==> config.mk <==
export PLATFORM = sky130hd
export DESIGN_NAME = variable_clock_gen_flat
export DESIGN_NICKNAME = d
export VERILOG_FILES = /design/src/rtl/variable_clock_gen_if.sv /design/src/rtl/variable_clock_gen.sv /design/src/flat_wrapper.sv
export SDC_FILE = /design/constraint.sdc
export NUM_CORES = 1
export LEC_CHECK = 0
export CAP_MARGIN = 15
export CORE_ASPECT_RATIO = 0.8
export CORE_MARGIN = 2
export CORE_UTILIZATION = 45
export DETAILED_ROUTE_END_ITERATION = 8
export SETUP_SLACK_MARGIN = 0.4
export SLEW_MARGIN = 30
export SYNTH_ARGS = -nofsm -noshare
export SYNTH_HDL_FRONTEND = slang
export SYNTH_SLANG_ARGS = --single-unit
==> constraint.sdc <==
create_clock -name clk -period 3.6 [get_ports clk]
set_input_delay 0.36 -clock clk [delete_from_list [all_inputs] [get_ports clk]]
set_output_delay 0.36 -clock clk [all_outputs]
set_load 0.005 [all_outputs]
==> src/rtl/variable_clock_gen_if.sv <==
// -----------------------------------------------------------------------------
// variable_clock_gen_if
//   Control/status bundle between the debug/button logic and the clock-enable
//   generator.
//   master : drives speed_sel, speed_load, jump, pause, step;
//            observes tick, current_limit, target_idx, locked.
//   slave  : the generator (direction reversed).
// -----------------------------------------------------------------------------
interface variable_clock_gen_if #(
  parameter int SEL_W = 2,
  parameter int CNT_W = 32
);
  logic [SEL_W-1:0] speed_sel;
  logic             speed_load;
  logic             jump;
  logic             pause;
  logic             step;
  logic             tick;
  logic [CNT_W-1:0] current_limit;
  logic [SEL_W-1:0] target_idx;
  logic             locked;

  modport master (
    output speed_sel, speed_load, jump, pause, step,
    input  tick, current_limit, target_idx, locked
  );

  modport slave (
    input  speed_sel, speed_load, jump, pause, step,
    output tick, current_limit, target_idx, locked
  );
endinterface

==> src/rtl/variable_clock_gen.sv <==
// -----------------------------------------------------------------------------
// variable_clock_gen
//   Clock-enable generator for the CPU domain. Emits a registered 1-cycle
//   tick every current_limit+1 clk cycles. current_limit glides toward the
//   targeted table entry by halving/doubling once per 2**GLIDE_W cycles, or
//   jumps straight to it on request. Pause freezes the period counter; a
//   step strobe while paused issues one tick.
//   Ports:
//     clk  : system clock
//     rst  : synchronous, active-low reset
//     bus  : variable_clock_gen_if.slave
//            (speed_sel, speed_load, jump, pause, step in;
//             tick, current_limit, target_idx, locked out)
// -----------------------------------------------------------------------------
module variable_clock_gen #(
  parameter int                            NUM_SPEEDS  = 3,
  parameter int                            CNT_W       = 32,
  parameter int                            GLIDE_W     = 25,
  parameter logic [NUM_SPEEDS*CNT_W-1:0]   LIMITS      = {32'd16, 32'd32_768, 32'd4_194_304},
  parameter int                            DEFAULT_SEL = 0
) (
  input  logic                 clk,
  input  logic                 rst,
  variable_clock_gen_if.slave  bus
);

  localparam int SEL_W = $clog2(NUM_SPEEDS);

  // Table lookup: entry i occupies LIMITS[i*CNT_W +: CNT_W].
  function automatic logic [CNT_W-1:0] limit_of(input logic [SEL_W-1:0] idx);
    return LIMITS[int'(idx)*CNT_W +: CNT_W];
  endfunction

  localparam logic [SEL_W-1:0] DEFAULT_IDX   = SEL_W'(DEFAULT_SEL);
  localparam logic [CNT_W-1:0] DEFAULT_LIMIT = LIMITS[DEFAULT_SEL*CNT_W +: CNT_W];

  logic [CNT_W-1:0]   cnt_q,   cnt_d;
  logic [CNT_W-1:0]   cur_q,   cur_d;
  logic [SEL_W-1:0]   tgt_q,   tgt_d;
  logic [GLIDE_W-1:0] glide_q, glide_d;
  logic               tick_q,  tick_d;

  logic [CNT_W-1:0]   tgt_limit;
  logic               locked;
  logic               load_valid;
  logic               glide_step;
  logic [CNT_W-1:0]   half;
  logic [CNT_W:0]     dbl;

  assign tgt_limit  = limit_of(tgt_q);
  assign locked     = (cur_q == tgt_limit);
  assign load_valid = bus.speed_load && (int'(bus.speed_sel) < NUM_SPEEDS);
  assign glide_step = (&glide_q) && !locked;

  // Doubling is done one bit wider so it saturates against the target
  // instead of wrapping.
  assign half = cur_q >> 1;
  assign dbl  = (cur_q == '0) ? {{CNT_W{1'b0}}, 1'b1} : {cur_q, 1'b0};

  // NOTE: every signal assigned here gets a default first so no latch is
  // inferred on paths that leave it untouched.
  always_comb begin
    cnt_d   = cnt_q;
    tick_d  = 1'b0;
    cur_d   = cur_q;
    tgt_d   = tgt_q;
    glide_d = glide_q + 1'b1;

    // Period counter; >= lets a shrunken limit take effect on the next cycle.
    if (bus.pause) begin
      if (bus.step) begin
        tick_d = 1'b1;
        cnt_d  = '0;
      end
    end else if (cnt_q >= cur_q) begin
      tick_d = 1'b1;
      cnt_d  = '0;
    end else begin
      cnt_d = cnt_q + 1'b1;
    end

    // Glide step uses the old target; a same-edge load only retargets.
    if (glide_step) begin
      if (tgt_limit < cur_q) begin
        cur_d = (half > tgt_limit) ? half : tgt_limit;
      end else begin
        cur_d = (dbl > {1'b0, tgt_limit}) ? tgt_limit : dbl[CNT_W-1:0];
      end
    end

    // A jumping load overrides any glide step on the same edge.
    if (load_valid) begin
      tgt_d = bus.speed_sel;
      if (bus.jump) begin
        cur_d = limit_of(bus.speed_sel);
      end
    end
  end

  // NOTE: sequential state uses non-blocking assignments so every register
  // samples the pre-edge values regardless of statement order.
  always_ff @(posedge clk) begin
    if (!rst) begin
      cnt_q   <= '0;
      cur_q   <= DEFAULT_LIMIT;
      tgt_q   <= DEFAULT_IDX;
      glide_q <= '0;
      tick_q  <= 1'b0;
    end else begin
      cnt_q   <= cnt_d;
      cur_q   <= cur_d;
      tgt_q   <= tgt_d;
      glide_q <= glide_d;
      tick_q  <= tick_d;
    end
  end

  assign bus.tick          = tick_q;
  assign bus.current_limit = cur_q;
  assign bus.target_idx    = tgt_q;
  assign bus.locked        = locked;

endmodule

==> src/flat_wrapper.sv <==
// flat-port wrapper written by rule: the top's interface ports become plain ports
module variable_clock_gen_flat 
#(
  parameter int                            NUM_SPEEDS  = 3,
  parameter int                            CNT_W       = 32,
  parameter int                            GLIDE_W     = 25,
  parameter logic [NUM_SPEEDS*CNT_W-1:0]   LIMITS      = {32'd16, 32'd32_768, 32'd4_194_304},
  parameter int                            DEFAULT_SEL = 0
)
  (clk, rst, bus_speed_sel, bus_speed_load, bus_jump, bus_pause, bus_step, bus_tick, bus_current_limit, bus_target_idx, bus_locked);
  variable_clock_gen_if #(.SEL_W((2)), .CNT_W(CNT_W)) bus_i ();
  input  logic clk;
  input  logic rst;
  input wire logic [$bits(bus_i.speed_sel)-1:0] bus_speed_sel;
  input wire logic [$bits(bus_i.speed_load)-1:0] bus_speed_load;
  input wire logic [$bits(bus_i.jump)-1:0] bus_jump;
  input wire logic [$bits(bus_i.pause)-1:0] bus_pause;
  input wire logic [$bits(bus_i.step)-1:0] bus_step;
  output wire logic [$bits(bus_i.tick)-1:0] bus_tick;
  output wire logic [$bits(bus_i.current_limit)-1:0] bus_current_limit;
  output wire logic [$bits(bus_i.target_idx)-1:0] bus_target_idx;
  output wire logic [$bits(bus_i.locked)-1:0] bus_locked;
  assign bus_i.speed_sel = bus_speed_sel;
  assign bus_i.speed_load = bus_speed_load;
  assign bus_i.jump = bus_jump;
  assign bus_i.pause = bus_pause;
  assign bus_i.step = bus_step;
  assign bus_tick = bus_i.tick;
  assign bus_current_limit = bus_i.current_limit;
  assign bus_target_idx = bus_i.target_idx;
  assign bus_locked = bus_i.locked;
  variable_clock_gen #(.NUM_SPEEDS(NUM_SPEEDS), .CNT_W(CNT_W), .GLIDE_W(GLIDE_W), .LIMITS(LIMITS), .DEFAULT_SEL(DEFAULT_SEL)) u_core (.clk(clk), .rst(rst), .bus(bus_i));
endmodule
==> metrics.md <==
| Metric | Value |
|---|---|
| CTS tree | `built` |
| # Post-CTS Setup Buffers | `0` |
| Maxcap violations | `0` |
| Hold Path Stages | `1` |
| 1st-iter DRT viols | `379` |
| Antenna cells | `0` |
| Largest net degree at the start of global routing | `46` |
| Die Ht | `103.0 um` |
| DRT antenna net count | `0` |
| Rows | `36` |
| Area Growth Syn to Fin | `15.68%` |
| Commonest cells after routing, fill and taps aside | `92 x dfxtp_1, 67 x nand2_1, 43 x ha_1, 43 x clkdlybuf4s50_1, 42 x inv_1` |
| Max-slew violations | `0` |
| Clock period minus worst slack | `3021 ps` |
| FF+latch count, synth | `92` |
| Worst reg-to-reg path cell count | `9` |
| Syn nets | `717` |
| CTS Hold Bufs | `0` |
| Area after DPL | `6071 sq um` |
| Vias/cell | `5.968` |
| GPL Wtd Cong | `0.9066` |
| First-pass GRT wire length | `24,130 um` |
| Nature of the critical path startpoint | `flip-flop` |
| Switch share | `0.2492` |
| Sequential share of power | `0.466` |
| DR WL/cell | `16.86 um` |
| Slew HR | `0.5671` |
| Cells after synthesis | `666` |
| Fin util | `0.5284` |
| Gr usage total | `0.2297` |
| Clock-pin slew on the worst setup and hold paths | `70 ps` |
| Crit path max-delay family | `simple AND/OR/NAND/NOR gates` |
| GRT overflow | `0` |
| Vias in the first global route | `4,710` |
| Yosys top cell by area | `dfxtp_1` |
| Post-Syn Area | `5514 sq um` |
| Area fraction of the dominant cell type after synthesis | `0.3340` |
| CP Class | `reg -> out` |
| Syn Area/Cell | `8.279 sq um` |
| Internal power | `0.001664 W` |
| Commonest non-fill, non-tap cell in the layout | `dfxtp_1` |
| CP Capture Type | `output pin` |
| Fin cells | `850` |
| Dpl cells | `835` |
| Synth warn | `0` |
| Total power | `0.002217 W` |
| Seq/Total Area, Yosys | `0.3340` |
| Final wirelength | `14,330 um` |
| Skew-Pair Late Insertion Delay | `350 ps` |
| Post-DP HPWL | `10,560 um` |
| Post-synth ARST share | `0` |
| Combinational share of power | `0.091` |
| Buffers on Ports | `43` |
| Fmax | `0.3310 GHz` |
| Htree depth | `3` |
| Multi-input gate area | `3369 sq um` |
| Root buffer cell | `clkbuf_16` |
| # IOs | `44` |
| Clock network fraction of design power | `0.442` |
| Register area | `1842 sq um` |
| Worst-path cell chain | `or4_1 > nor4_1 > nand4_1 > nor2_1 > clkdlybuf4s50_1` |
| Worst Hold Class | `reg -> reg` |
| Outcome | `completed` |
| Design Area, Final | `6379 sq um` |
| Slew @ Worst Pin | `644.4 ps` |
| Layout fillers | `1,132` |
| Setup TNS Final | `0 ps` |
| Clock sink count | `92` |
| CP bufs+invs | `1` |
| Switching pwr | `0.0005525 W` |
| PD cells | `347.5 nW/um^2` |
| Initial antenna violation count | `0` |
| Share of cells above drive strength 1 | `0.06877` |
| CTS buffer count | `9` |
| Worst path max stage delay | `710 ps` |
| Final layout net count | `745` |
| Initial Util | `0.4568` |
| Synth cell types | `56` |
| Slowest-stage cell, CP | `or4_1` |
| # setup viols final | `0` |
| Die Area | `13,160 sq um` |
| Unrepaired setup endpoints after global routing | `no` |
| Remaining DRCs | `0` |
| Final Skew | `9.501 ps` |
| Vias | `5,073` |
| Initial DRT Pass Iterations | `4` |
| Top FF cell, synth | `dfxtp_1` |
| Critical path depth | `5` |
| EDFF count, synth | `0` |
| Clock Path Buffers | `2` |
| DIE WIDTH | `127.8 um` |
| Synth top area cells | `dfxtp_1 33%, ha_1 9.8%, nand2_1 4.6%` |
| Worst-path maximum fanout | `6` |
| Final hold vios | `0` |
| Worst Path Required | `3240 ps` |
| Leak Pwr | `2.391 nW` |
| VDD IR max | `0.0002080 V` |
| CP Data Arrival Time | `2660 ps` |
| Period utilization | `0.8392` |
| Core ar. | `12,070 sq um` |
## per-stage QoR
| step | hold WS [ps] | setup slack [ps] |
|---|---|---|
| after floorplan | 432.9 | 811.7 |
| after global placement | 450.2 | 479.9 |
| after detailed placement | 457.4 | 381.0 |
| after CTS | 473.8 | 511.7 |
| after global routing | 485.8 | 424.0 |
| final | 468.5 | 579.0 |
## state kept, by name, indices dropped and copies added, names as in the netlist
| name | count |
|---|---|
| u_core.bus.tick | 1 |
| u_core.cnt_q | 32 |
| u_core.glide_q | 25 |
| u_core.bus.target_idx | 2 |
| u_core.bus.current_limit | 32 |
## per-layer routing
metal	part of all wire	vias up	track usage	routed length, um
li1	-	2507	-	-
met1	0.50	2401	0.3169	7100
met2	0.43	145	0.3521	6096
met3	0.064	20	0.06746	920
met4	0.015	0	0.06340	210
met5	0	-	0	0
## cell families (layout without fill, tap and decap cells)
kind of cell | after synthesis | after routing | share of synthesized area
AO/OA/AOI/OAI | 141 | 141 | 0.1829
flip-flops | 92 | 92 | 0.3340
AND/OR/NAND/NOR | 274 | 274 | 0.2678
adder cells (fa/ha/maj) | 43 | 43 | 0.09757
XOR/XNOR | 23 | 23 | 0.03653
buffers and inverters | 80 | 112 | 0.05763
multiplexers | 13 | 13 | 0.02360
## worst reg2reg max path, cell delays in order (launching register included)
cell	delay (ps)
dfxtp_1	340
nand2b_1	220
ha_1	310
or3_1	340
nor4_1	190
o211ai_1	280
a211oi_2	270
and2b_1	480
a221oi_1	170
a211oi_1	240
## synth_stat cells (all sizes together), types with 13 or more instances
library cell / n
and2: 30
xnor2: 15
dfxtp: 92
a31oi: 15
buf: 13
mux2i: 13
a211oi: 23
nand2: 68
a221oi: 19
o21ai: 21
nor2: 32
a21oi: 24
nand3: 37
ha: 43
inv: 42
clkbuf: 25
nand4: 28
## timing repair
item	in CTS	in global routing
endpoints found under the setup margin	7	8
gates resized for setup	2	3
cloned	0	0
## power groups by stage
stage               combinational [W]  clock [W]  sequential (W)
finish                       0.000203   0.000980         0.00103
global route                 0.000224    0.00105         0.00103
CTS                          0.000199    0.00101         0.00103
detailed placement           0.000197          0         0.00106
global placement             0.000198          0         0.00106
floorplan                    0.000136          0         0.00106
## layout make-up
cell class / instances / area share
inverters: 42 / 0.02472
well taps: 152 / 0.02982
clock inverters: 5 / 0.009415
repair buffers: 55 / 0.08160
flip-flops and latches: 92 / 0.2887
multi-input cells: 494 / 0.5282
clock buffers: 10 / 0.03747
## worst paths after layout
kind / startpoint / endpoint / slack (ps)
worst max-delay path: u_core.bus.current_limit[9]$_SDFF_PN0_ / bus_locked / 580
worst max register to register: u_core.bus.target_idx[0]$_SDFFE_PN0P_ / u_core.bus.current_limit[1]$_SDFF_PN0_ / 670
worst min register to register: u_core.glide_q[0]$_SDFF_PN0_ / u_core.glide_q[0]$_SDFF_PN0_ / 470
worst min-delay path: u_core.glide_q[0]$_SDFF_PN0_ / u_core.glide_q[0]$_SDFF_PN0_ / 470
(Power assumes the default switching activity.)
